<file path="config.mk">
export PLATFORM = sky130hd
export DESIGN_NAME = error_combiner_pipe
export DESIGN_NICKNAME = d
export VERILOG_FILES = /design/src/rtl/error_combiner_pipe.sv
export SDC_FILE = /design/constraint.sdc
export NUM_CORES = 1
export LEC_CHECK = 0
export CORE_MARGIN = 1.5
export CORE_UTILIZATION = 50
export CTS_CLUSTER_DIAMETER = 200
export DETAILED_ROUTE_END_ITERATION = 12
export PLACE_DENSITY = 0.74
export SLEW_MARGIN = 20
export SYNTH_ARGS = -nofsm -noshare
export SYNTH_HDL_FRONTEND = slang
export SYNTH_SLANG_ARGS = --single-unit
</file>
<file path="constraint.sdc">
create_clock -name clk_i -period 4.5 [get_ports clk_i]
set_clock_uncertainty 0.05 [all_clocks]
set_input_delay 0.9 -clock clk_i [delete_from_list [all_inputs] [get_ports clk_i]]
set_output_delay 0.9 -clock clk_i [all_outputs]
set_load 0.005 [all_outputs]
</file>
<file path="src/rtl/error_combiner_pipe.sv">
// Pipelined weighted phase-error combiner for the ADPLL loop filter path.
// Per-channel signed multiply, sum, arithmetic normalise, saturate; 3-cycle latency.
module error_combiner_pipe #(
    parameter int NUM_CHANNELS = 4,
    parameter int ERROR_WIDTH  = 8,
    parameter int WEIGHT_WIDTH = 4,
    parameter int NORM_SHIFT   = 2,
    parameter int SATCNT_WIDTH = 16
) (
    input  logic                                 clk_i,
    input  logic                                 reset_i,
    input  logic                                 valid_i,
    input  logic [NUM_CHANNELS*ERROR_WIDTH-1:0]  error_i,
    input  logic [NUM_CHANNELS*WEIGHT_WIDTH-1:0] weight_i,
    input  logic [NUM_CHANNELS-1:0]              chan_en_i,
    output logic                                 valid_o,
    output logic [ERROR_WIDTH-1:0]               error_comb_o,
    output logic                                 sat_o,
    output logic [SATCNT_WIDTH-1:0]              sat_count_o
);

    localparam int NC = NUM_CHANNELS;
    localparam int EW = ERROR_WIDTH;
    localparam int WW = WEIGHT_WIDTH;
    localparam int PW = EW + WW;
    localparam int SW = PW + $clog2(NC);

    localparam logic signed [SW-1:0] MAXV =
        {{(SW-EW+1){1'b0}}, {(EW-1){1'b1}}};
    localparam logic signed [SW-1:0] MINV =
        {{(SW-EW+1){1'b1}}, {(EW-1){1'b0}}};

    logic signed [PW-1:0] w_prod [NC];
    logic signed [PW-1:0] r_prod [NC];
    logic signed [SW-1:0] w_sum;
    logic signed [SW-1:0] r_sum;
    logic signed [SW-1:0] r_norm;
    logic                 r_v1;
    logic                 r_v2;
    logic                 r_v3;
    logic                 w_hi;
    logic                 w_lo;
    logic [EW-1:0]        w_res;

    always_comb begin
        for (int k = 0; k < NC; k++) begin
            w_prod[k] = '0;
            if (chan_en_i[k]) begin
                w_prod[k] = PW'($signed(error_i[k*EW +: EW]))
                          * PW'($signed(weight_i[k*WW +: WW]));
            end
        end
    end

    // Sign-extend each product before summing so the sum cannot overflow.
    always_comb begin
        w_sum = '0;
        for (int k = 0; k < NC; k++) begin
            w_sum = w_sum + SW'(r_prod[k]);
        end
    end

    always_comb begin
        w_hi  = (r_norm > MAXV);
        w_lo  = (r_norm < MINV);
        w_res = r_norm[EW-1:0];
        if (w_hi) begin
            w_res = MAXV[EW-1:0];
        end else if (w_lo) begin
            w_res = MINV[EW-1:0];
        end
    end

    always_ff @(posedge clk_i or posedge reset_i) begin
        if (reset_i) begin
            r_v1         <= 1'b0;
            r_v2         <= 1'b0;
            r_v3         <= 1'b0;
            valid_o      <= 1'b0;
            r_sum        <= '0;
            r_norm       <= '0;
            error_comb_o <= '0;
            sat_o        <= 1'b0;
            sat_count_o  <= '0;
            for (int k = 0; k < NC; k++) begin
                r_prod[k] <= '0;
            end
        end else begin
            r_v1    <= valid_i;
            r_v2    <= r_v1;
            r_v3    <= r_v2;
            valid_o <= r_v3;
            if (valid_i) begin
                for (int k = 0; k < NC; k++) begin
                    r_prod[k] <= w_prod[k];
                end
            end
            if (r_v1) begin
                r_sum <= w_sum;
            end
            if (r_v2) begin
                r_norm <= r_sum >>> NORM_SHIFT;
            end
            if (r_v3) begin
                error_comb_o <= w_res;
                sat_o        <= w_hi | w_lo;
                if ((w_hi | w_lo) && (sat_count_o != '1)) begin
                    sat_count_o <= sat_count_o + SATCNT_WIDTH'(1);
                end
            end
        end
    end

endmodule

</file>
# Word-level counts from Yosys, hierarchy flattened
# Cells that the tools add are included.
# totals
word_cells,33
ff_bits,103
inputBits,55
out_inout_bits,26
# classes
reduce_logical,2
n_addsub,4
order_cmp,2
mul,4
n_bitwise,1
mux,6
eq_ne,1
# op_table
operator,n
8-bit by 4-bit multiplier with 12-bit output,4
12-bit 2-to-1 mux,4
"16-bit by 1-bit adder with 16-bit output, second input constant",1
8-bit 2-to-1 mux,2
"16-bit inequality test, second input constant",1
13-bit by 12-bit adder with 14-bit output,1
14-bit by 12-bit adder with 14-bit output,1
12-bit by 12-bit adder with 13-bit output,1
"12-bit by 8-bit > comparator with 1-bit output, second input constant",1
"12-bit by 8-bit < comparator with 1-bit output, second input constant",1
2-bit AND reduction,1
1-bit logical AND,1
1-bit OR,1

# Logic depth before layout (Yosys ltp)
# depth
word_depth,4
depth_mapped,14

# Worst setup path before layout
# Ideal clock, no wire load.
# synth_path
kind,input-to-reg
start,input error_i[24]
end,register r_prod[9] in the netlist's numbering
setup_slack_ps,292
path_stages,13
path_buffers,0
arrival_ps,4038
path_cell_list,nand2b_1 -> fa_1 -> fa_1 -> fa_1 -> inv_1 -> ha_1 -> inv_1 -> fa_1 -> nor2b_1 -> o31a_1 -> o21ai_0 -> or3b_1 -> a41o_1
# synth_between
elab_chain_len,2
# synth_rtl
element,line_no,rtl
from (decl),13,"input logic [NUM_CHANNELS*ERROR_WIDTH-1:0] error_i,"
8-bit by 4-bit multiplier with 12-bit output,50,* PW'($signed(weight_i[k*WW +: WW]));
12-bit 2-to-1 mux,48,if (chan_en_i[k]) begin
"to (signal, indexed assignment)",95,r_prod[k] <= w_prod[k];
to (decl),34,logic signed [PW-1:0] r_prod [NC];
# No other way between the ends.
# A chain may end at the register's enable or synchronous reset.

# Worst setup path after layout
# layout_path
start,input weight_i[14]
end,register r_prod[9] in the netlist's numbering
# layout_between
elab_chain_len,2
# layout_rtl
element,line_no,rtl
from (decl),14,"input logic [NUM_CHANNELS*WEIGHT_WIDTH-1:0] weight_i,"
8-bit by 4-bit multiplier with 12-bit output,50,
12-bit 2-to-1 mux,48,
# No other way between the ends.

==> results.txt <==
Die Wd = 140 um
DRT Pass-1 Iters = 4
core area = 18,600 um^2
fmax = 230 MHz
Warnings, synthesis = 0
crit path cell chain = clkdlybuf4s50_1 > nand2_1 > fa_1 > fa_1 > fa_1 > inv_1 > ha_1 > inv_1 > fa_2 > nor2b_1 > o31a_1 > o21ai_1 > or3b_1 > a41o_1
CTS tree = yes
r2r setup slk = 1.07 ns
status = completed
largest net degree at the start of global routing = 80
GR Util All Layers = 0.203
Fill cells = 1,560
Worst R2R Path Depth = 10
clk buf depth = 2
most frequent cells in the layout = inv_1 (141), dfrtp_1 (101), fa_1 (92), ha_1 (92), and2_1 (76)
Worst Hold Path Cells = 1
Ports = 81
synthesized net count = 1,201
final worst slack = 0.160 ns
asr flop ratio synth = 1.00
Tightest Pin Transition = 0.586 ns
CP max-delay cell = fa_1
setup TNS = 0 ns
Avg Cell Area, Syn = 9.82 um^2
critical path capture point type = register
nature of the critical path startpoint = input port
antenna-violating nets left = 0
cts hold-fix bufs = 0
clock sinks = 101
pre-CTS WS = -0.302 ns
Hold Path Sink = r_sum[5]
CP arrival = 4.53 ns
worst min path class = register to register
clock latency at the later pin of the worst-skew pair = 0.35 ns
post-synth top area share = 0.268
Synth area leader = dfrtp_1
DRT iter0 DRCs = 333
max incr delay on CP = 0.53 ns
hold_sp = r_sum[5]
synthesized area = 9440 um^2
VDD IR-drop max = 267 uV
clock period minus worst slack = 4.34 ns
CP required = 4.69 ns
clock buffer count from CTS = 9
Pleak = 0.00549 uW
Die H = 140 um
post-layout util = 0.609
placed cells = 1,326
global-route wire length before repair = 32,800 um
row cnt = 50
FF+latch count, synth = 101
via count = 7,013
kind of critical path = input port to register
Max-Cap Viols = 0
Root Buffer = clkbuf_16
Worst R2R End = r_sum[9]
DR WL/cell = 13.7 um
die footprint = 19,700 um^2
vias in the first global route = 7,274
total gr overflow = 0
Post-DP HPWL = 15,000 um
vias per cell = 5.22
Top Family by Delay on Critical Path = adder cells
Area Growth Syn to Fin = 20.0%
Clock transition at path regs = 0.07 ns
Max Transition Viols Final = 0
sequential fraction of the synthesis area = 0.268
Main synth FF type = dfrtp_1
Cell variety after synth = 62
CP bufs+invs = 3
DRC Markers = 0
nets = 1,344
Worst R2R Start = r_prod[14]
most frequent CP cell = fa_1
n_diodes = 0
H-Tree Depth = 3
final setup fails = 0
initial antenna violation count = 0
Post-Layout Cell Count = 1,343
final hold violation count = 0
Post-synth EDFFs = 0
max_slew headroom = 0.609
ranking of synthesized cells by area = dfrtp_1 (27%), fa_1 (20%), ha_1 (12%)
fraction of layout cells with a size suffix above 1 = 0.124
Tcrit/Tclk final = 0.964
Starting Density = 0.508
routability cong. = 0.860
PortBufs = 80
Tot Pwr = 5150 uW
pwr dens = 455 nW/um^2
final WL = 18,400 um
gate count after technology mapping = 961
most common cell after layout, fill and taps aside = inv_1
Crit Path Max Fanout = 4
## layout make-up
class	count	area, um^2	share of cell area
Clock buffer	10	239	0.0211
Sequential cell	101	2530	0.223
Multi-Input combinational cell	694	6310	0.557
Clock inverter	6	45.0	0.00398
Timing Repair Buffer	152	1360	0.120
Inverter	146	551	0.0486
Tap cell	234	293	0.0259
## report_power, final
group          switching [uW]  total, uW  leakage (uW)  internal [uW]
registers                 174       1370       0.00128           1190
logic                    1560       3050       0.00407           1500
clock network             339        732      0.000143            394
## layer usage
layer  global-route usage  part of all wire  vias to the layer above
li1                     -                 -                     3488
met1                0.268              0.46                     3396
met2                0.349              0.49                      109
met3               0.0366             0.037                       20
met4               0.0476             0.017                        0
met5                    0                 0                        -
## state kept, by name, indices dropped and copies added (netlist names), 8 cells and up
name,flops
r_sum,12
r_prod,48
r_norm,12
sat_count_o,16
error_comb_o,8
## cell families (layout without fill, tap and decap cells)
logic type | Yosys count | after routing | synth area share
xor+xnor | 51 | 51 | 0.0473
fa+ha+maj | 185 | 185 | 0.319
buf+inv | 166 | 314 | 0.0668
flops | 101 | 101 | 0.268
mux | 19 | 19 | 0.0224
compound gates | 163 | 163 | 0.117
simple gates | 276 | 276 | 0.160
## cell usage after synthesis (3+ instances only)
| cell type | number |
|---|---|
| and2_1 | 76 |
| nor2b_1 | 17 |
| inv_1 | 142 |
| a211oi_1 | 6 |
| fa_1 | 93 |
| nand3_1 | 22 |
| or3_1 | 8 |
| nand4_1 | 13 |
| o21a_1 | 10 |
| o221ai_1 | 4 |
| nand2_1 | 46 |
| o21bai_1 | 13 |
| a21o_1 | 8 |
| a21oi_1 | 15 |
| ha_1 | 92 |
| o21ai_0 | 49 |
| a21boi_0 | 3 |
| nor2_2 | 3 |
| xnor2_1 | 42 |
| dfrtp_1 | 101 |
| a211o_1 | 5 |
| nor2_1 | 59 |
| or4_1 | 5 |
| a31o_2 | 12 |
| mux2_2 | 17 |
| nand2b_1 | 5 |
| o32ai_1 | 4 |
| buf_1 | 4 |
| nand3b_1 | 3 |
| a22oi_1 | 3 |
| xor2_1 | 9 |
| clkbuf_1 | 15 |
| clkinv_1 | 4 |
| o22ai_1 | 12 |
| o31ai_1 | 4 |
| o2111ai_1 | 5 |
| nor3_1 | 4 |
## worst max path at each step
stage	start	end	slack, ns	cells past startpoint
2_1_floorplan	error_i[24]	r_prod[9]	0.29	13
3_3_place_gp	error_i[24]	r_prod[9]	-0.19	14
3_5_place_dp	error_i[24]	r_prod[9]	-0.30	14
4_1_cts	error_i[24]	r_prod[9]	0.07	14
5_1_grt	error_i[0]	r_prod[47]	-0.03	14
6_report	weight_i[14]	r_prod[9]	0.16	14
## per-stage QoR
| stage | hold WS [ns] | area [um^2] |
|---|---|---|
| floorplan | 0.302 | 9440 |
| global placement | 0.419 | 11000 |
| detailed placement | 0.427 | 11000 |
| CTS | 0.442 | 11300 |
| global route | 0.478 | 11300 |
| finish | 0.445 | 11300 |
## timing repair
action | 4_1_cts | 5_1_grt
endpoints found under the setup margin | 0 | 7
gates resized for setup | 0 | 14
setup buffers | 0 | 1
Note: power is estimated with default switching activity, not from simulation.
